$ cat src/rtl/iter_div.sv
// Iterative 32-bit radix-2 restoring divider (signed DIV / unsigned DIVU).
// One quotient bit per cycle; sign correction and divide-by-zero handling applied in a final FIX cycle.
module iter_div (
    input  logic        clk,
    input  logic        reset,
    input  logic        start,
    input  logic        is_signed,
    input  logic [31:0] dividend,
    input  logic [31:0] divisor,
    output logic [31:0] q,
    output logic [31:0] r,
    output logic        busy,
    output logic        done,
    output logic        div_zero
);

    localparam logic [1:0] S_IDLE = 2'd0;
    localparam logic [1:0] S_CALC = 2'd1;
    localparam logic [1:0] S_FIX  = 2'd2;

    logic [1:0]  state_q, state_d;
    logic [5:0]  count_q, count_d;
    logic [31:0] rem_q, rem_d;
    logic [31:0] quo_q, quo_d;
    logic [31:0] dvs_q, dvs_d;
    logic [31:0] dvd_q, dvd_d;
    logic        qneg_q, qneg_d;
    logic        rneg_q, rneg_d;
    logic        zero_q, zero_d;
    logic [31:0] q_q, q_d;
    logic [31:0] r_q, r_d;
    logic        done_q, done_d;
    logic        divz_q, divz_d;

    logic [32:0] rem_sh;
    logic [32:0] diff;

    // Partial remainder is widened to 33 bits only for the trial subtract.
    assign rem_sh = {rem_q, quo_q[31]};
    assign diff   = rem_sh - {1'b0, dvs_q};

    always_comb begin
        state_d = state_q;
        count_d = count_q;
        rem_d   = rem_q;
        quo_d   = quo_q;
        dvs_d   = dvs_q;
        dvd_d   = dvd_q;
        qneg_d  = qneg_q;
        rneg_d  = rneg_q;
        zero_d  = zero_q;
        q_d     = q_q;
        r_d     = r_q;
        divz_d  = divz_q;
        done_d  = 1'b0;
        case (state_q)
            S_IDLE: begin
                if (start) begin
                    dvd_d   = dividend;
                    dvs_d   = (is_signed && divisor[31]) ? (32'd0 - divisor) : divisor;
                    quo_d   = (is_signed && dividend[31]) ? (32'd0 - dividend) : dividend;
                    rem_d   = 32'd0;
                    qneg_d  = is_signed & (dividend[31] ^ divisor[31]);
                    rneg_d  = is_signed & dividend[31];
                    zero_d  = (divisor == 32'd0);
                    count_d = 6'd0;
                    state_d = S_CALC;
                end
            end
            S_CALC: begin
                if (!diff[32]) begin
                    rem_d = diff[31:0];
                    quo_d = {quo_q[30:0], 1'b1};
                end else begin
                    rem_d = rem_sh[31:0];
                    quo_d = {quo_q[30:0], 1'b0};
                end
                count_d = count_q + 6'd1;
                if (count_q == 6'd31) begin
                    state_d = S_FIX;
                end
            end
            S_FIX: begin
                if (zero_q) begin
                    q_d = 32'hFFFF_FFFF;
                    r_d = dvd_q;
                end else begin
                    q_d = qneg_q ? (32'd0 - quo_q) : quo_q;
                    r_d = rneg_q ? (32'd0 - rem_q) : rem_q;
                end
                divz_d  = zero_q;
                done_d  = 1'b1;
                count_d = 6'd0;
                state_d = S_IDLE;
            end
            default: begin
                state_d = S_IDLE;
            end
        endcase
    end

    always_ff @(posedge clk or negedge reset) begin
        if (!reset) begin
            state_q <= S_IDLE;
            count_q <= 6'd0;
            rem_q   <= 32'd0;
            quo_q   <= 32'd0;
            dvs_q   <= 32'd0;
            dvd_q   <= 32'd0;
            qneg_q  <= 1'b0;
            rneg_q  <= 1'b0;
            zero_q  <= 1'b0;
            q_q     <= 32'd0;
            r_q     <= 32'd0;
            done_q  <= 1'b0;
            divz_q  <= 1'b0;
        end else begin
            state_q <= state_d;
            count_q <= count_d;
            rem_q   <= rem_d;
            quo_q   <= quo_d;
            dvs_q   <= dvs_d;
            dvd_q   <= dvd_d;
            qneg_q  <= qneg_d;
            rneg_q  <= rneg_d;
            zero_q  <= zero_d;
            q_q     <= q_d;
            r_q     <= r_d;
            done_q  <= done_d;
            divz_q  <= divz_d;
        end
    end

    assign q        = q_q;
    assign r        = r_q;
    assign done     = done_q;
    assign div_zero = divz_q;
    assign busy     = (state_q != S_IDLE);

endmodule

$ cat config.mk
export PLATFORM = sky130hd
export DESIGN_NAME = iter_div
export DESIGN_NICKNAME = d
export VERILOG_FILES = /design/src/rtl/iter_div.sv
export SDC_FILE = /design/constraint.sdc
export NUM_CORES = 1
export LEC_CHECK = 0
export CORE_ASPECT_RATIO = 0.5
export CORE_MARGIN = 3
export CORE_UTILIZATION = 62
export CTS_CLUSTER_SIZE = 20
export DETAILED_ROUTE_END_ITERATION = 8
export PLACE_DENSITY_LB_ADDON = 0.25
export SLEW_MARGIN = 20
export SYNTH_ARGS = -nofsm -noshare
export SYNTH_HDL_FRONTEND = slang
export SYNTH_SLANG_ARGS = --single-unit
export TNS_END_PERCENT = 50
$ cat constraint.sdc
create_clock -name clk -period 7.05 [get_ports clk]
set_clock_uncertainty 0.2 [all_clocks]
set_input_delay 1.7625 -clock clk [delete_from_list [all_inputs] [get_ports clk]]
set_output_delay 1.7625 -clock clk [all_outputs]
set_load 0.02 [all_outputs]
Yosys cells after proc, flatten, opt, wreduce, memory -nomap -nowiden
Index checks and enable logic that the tools add are counted.
- register bits: 205
- input port bits: 68
- output and inout port bits: 67
- add/sub/neg operators: 6
- equal/unequal tests: 5
- muxes and demuxes: 18
- bitwise logic cells: 3
- reductions and logical operators: 11
- operators by type and width (cell ; count):
    two-way mux 32 bit ; 9
    case mux 32 bit (2 select lines) ; 2
    subtractor 1 x 32 -> 32 bit, first input constant ; 4
    subtractor 33 x 32 -> 33 bit ; 1
    logical NOT 32 bit ; 1
    case mux 6 bit (3 select lines) ; 1
    AND reduction 2 bit ; 4
    adder 6 x 1 -> 6 bit, second input constant ; 1
    == test 6 x 5 -> 1 bit, second input constant ; 1
    two-way mux 6 bit ; 1
    two-way mux 2 bit ; 2
    != test 2 bit, second input constant ; 2
    case mux 2 bit (2 select lines) ; 1
    nonzero test 2 bit ; 2
    nonzero test 3 bit ; 1
    AND 1 bit ; 2
    == test 2 x 1 -> 1 bit, second input constant ; 1
    == test 2 bit, second input constant ; 1
    logical AND 1 bit ; 2
    logical NOT 2 bit ; 1
    two-way mux 1 bit ; 2
    bitwise XOR 1 bit ; 1

Longest topological paths before layout
- depth in word-level cells: 4
- mapped depth: 14

Worst setup path after synthesis
No wires, ideal clock.
- kind: input port to flip-flop
- from: input port divisor[4]
- to: register dvs_q[27]
- library setup time: 0.135 ns
- arrival: 3.787 ns
- setup slack: 2.928 ns
- stages: 8
- path buffers: 0
- path through: or3_1 nor4_1 nand2_1 nor4_1 nand2_1 o31ai_1 xor2_1 o21ai_0
- cells in the longest elaborated chain, start to end: 2
- ends and longest elaborated chain (item ; RTL line ; source):
    start: declaration ; 9 ; input logic [31:0] divisor,
    subtractor 1 x 32 -> 32 bit ; 60 ; dvs_d = (is_signed && divisor[31]) ? (32'd0 - divisor) : divisor;
    two-way mux 32 bit ; 60 ;
    end signal: assignment ; 122 ; dvs_q <= dvs_d;
    end: declaration ; 25 ; logic [31:0] dvs_q, dvs_d;
Every way passes these cells.
A chain may end at the register's enable or synchronous reset.

Final worst setup path
- from: input port divisor[2]
- to: register dvs_q[29]
The elaborated chain is that of the path after synthesis.

==> results.json <==
{
  "synth_cell_types": 63,
  "worst-r2r-cell-count": 13,
  "die_width_microns": 207,
  "power_density_nw_per_um2": 431,
  "finalSetupViolCount": 0,
  "synth-seq-area-share": 0.411,
  "ys.flop_type": "dfrtp_1",
  "hp-class": "reg -> reg",
  "finish.utilization": 0.768,
  "h-tree-depth": 1,
  "critPathKind": "in -> reg",
  "grtUsageTotal": 0.316,
  "power_mw": 6.30,
  "dr_total_vias": 11500,
  "tightest_slew_ns": 1.09,
  "design.die.area_sq_um": 22000,
  "fin_tns_setup_ns": 0,
  "nNetsFinal": 1686,
  "synth_area_leaders": "dfrtp_1, nand2_1, o21ai_0",
  "drt-initial-drc-count": 1169,
  "max_freq_mhz": 221,
  "synth-edff-count": 0,
  "yosysMostFrequentCell": "nand2_1",
  "core_sq_um": 19000,
  "whs_endpoint": "dvs_q[2]",
  "antenna_found_initial": 0,
  "post_cts_buffers": 0,
  "clk_pin_slew_ns": 0.06,
  "drt-vias-per-instance": 6.22,
  "crit-reg2reg-launch": "quo_q[31]",
  "fin_area_sq_um": 14600,
  "synth_top_area_share": 0.411,
  "fillers": 1377,
  "cts.repair.resized": 0,
  "ys_seq_elements": 205,
  "grt_pass1_vias": 11100,
  "crit_fanout": 5,
  "finalHoldViolations": 0,
  "worstPathArrival_ns": 4.69,
  "firstDrtPassIters": 5,
  "grt_max_degree": 119,
  "maxCapViolCount": 0,
  "numCtsBuffers": 20,
  "syn_area_sq_um": 12500,
  "holdCritStartpoint": "dvs_q[2]",
  "holdBufCountCts": 0,
  "relSlewSlack": 0.272,
  "io_pins": 135,
  "cp.required_ns": 7.21,
  "gp_congestion": 0.911,
  "yosysTopAreaCell": "dfrtp_1",
  "grt_pass1_wl_mm": 55.9,
  "grt_overflow": 0,
  "synth_warnings": 0,
  "seq_area_sq_um": 5130,
  "min_path_cells": 2,
  "outcome": "finished, final reports clean",
  "start_util": 0.655,
  "finalMaxSlewViolations": 0,
  "post-route-period-util": 0.643,
  "synth_cells": 1496,
  "cts_buffer_depth": 3,
  "cts_tree": "yes",
  "cp_slowest_cell": "nor4_1",
  "fin_crit_ns": 4.53,
  "reg2reg_slack_ns": 2.60,
  "syn_area_per_cell_sq_um": 8.34,
  "worstSetupStartpointType": "input pin",
  "cts.sink_count": 205,
  "crit_chain": "clkdlybuf4s50_1 -> or3_1 -> nor4_1 -> nand2_1 -> nor4_1 -> nand2_1 -> o21ai_0 -> xor2_1 -> o21ai_0",
  "ir_worst_vdd_mv": 0.214,
  "synth_async_sr_flop_share": 1.00,
  "cp-end-kind": "flip-flop",
  "port_buffers": 134,
  "root_buffer": "clkbuf_16",
  "cpPeakStageDelay_ns": 0.59,
  "rsz0062_at_grt": "no",
  "rr_endpoint": "rem_q[0]",
  "die_h_microns": 106,
  "wirelength_mm": 34.8,
  "synth_fp_nets": 1602,
  "drive_above_1_share": 0.0370,
  "drc_errors": 0,
  "postPlaceCellArea_sq_um": 13900,
  "area_growth_pct": 17.2,
  "multi_input_area_sq_um": 6870,
  "p_leak_nw": 6.39,
  "rows": 35,
  "netlist_top_cells_count": "nand2_1, dfrtp_1, o21ai_0, a21oi_1, nor2_1",
  "detail-route-antenna-nets": 0,
  "wl_per_cell_microns": 18.8,
  "dpl.hpwl_mm": 24.8,
  "clkLatencyLatePin_ns": 0.51
}
[logic make-up (layout without fill, tap and decap cells)]
family / after synthesis / in the layout / synth area share
AO/OA/AOI/OAI: 437 / 437 / 0.213
XOR/XNOR: 145 / 145 / 0.102
adder cells (fa/ha/maj): 38 / 38 / 0.0387
buffers and inverters: 140 / 237 / 0.0422
flip-flops: 205 / 205 / 0.411
multiplexers: 8 / 8 / 0.00642
other: 0 / 1 / 0
AND/OR/NAND/NOR: 523 / 523 / 0.187
[critical path, delay by kind of cell]
family | cells | cell delay [ns]
and+or+nand+nor | 5 | 1.87
xor gates and xnor gates | 1 | 0.17
AOI/OAI and AO/OA | 2 | 0.40
buffers and inverters | 1 | 0.48
[state kept, by name, indices dropped and copies added (netlist names)]
register / count
zero_q: 1
rneg_q: 1
quo_q: 32
r: 32
state_q: 2
div_zero: 1
done: 1
count_q: 6
dvs_q: 32
dvd_q: 32
q: 32
qneg_q: 1
rem_q: 32
[through the flow]
| stage | setup WS (ns) | std cells | hold slack [ns] |
|---|---|---|---|
| global route | 2.15 | 1852 | 0.291 |
| finish | 2.52 | 1853 | 0.282 |
| global placement | 2.07 | 1817 | 0.261 |
| detailed placement | 1.93 | 1817 | 0.263 |
| floorplan | 2.93 | 1496 | 0.245 |
| CTS | 2.47 | 1852 | 0.282 |
[layer usage]
metal / global-route usage / up-vias / routed length, microns
met5: 0 / - / 0
met4: 0.0953 / 0 / 920
met3: 0.0612 / 90 / 3560
met2: 0.500 / 546 / 15700
met1: 0.442 / 5480 / 14600
li1: - / 5417 / -
[worst max-delay path by stage]
stage,endpoint,depth (start not counted),startpoint
after floorplan,dvs_q[27],8,divisor[4]
after global placement,dvs_q[27],9,divisor[2]
after detailed placement,dvs_q[27],9,divisor[2]
after CTS,dvs_q[29],9,divisor[2]
after global routing,dvs_q[25],9,divisor[2]
final,dvs_q[29],9,divisor[2]
[power breakdown]
| part | internal [mW] | total [mW] | switching (mW) |
|---|---|---|---|
| combinational | 1.34 | 3.13 | 1.79 |
| clock | 0.636 | 1.10 | 0.462 |
| sequential | 1.57 | 2.07 | 0.498 |
| total | 3.55 | 6.30 | 2.75 |
[layout by cell type (no fill, tap or decap), drive strengths merged, types with 3 or more instances in the layout]
master           n
a21o            12
a21oi          125
a22oi           27
a31oi            8
a32oi            6
and2             8
and3             4
buf              8
clkbuf          33
clkdlybuf4s50  133
dfrtp          205
ha              37
inv             60
mux2i            8
nand2          265
nand2b          14
nand3           46
nand4            7
nand4b           3
nor2           103
nor2b           12
nor3            16
nor4             5
o21a             6
o21ai          164
o21bai           3
o221ai           3
o311ai          23
o31ai           26
o41ai           15
or3             17
or4             14
xnor2           66
xor2            79
[area by class of cell]
type,instances,share of cell area
repair buffers,142,0.0960
flip-flops and latches,205,0.351
clock inverters,3,0.00351
inverters,60,0.0154
clock buffers,32,0.0421
diodes,1,0.000171
well taps,259,0.0222
multi-input cells,1151,0.470
(Power assumes the default switching activity.)
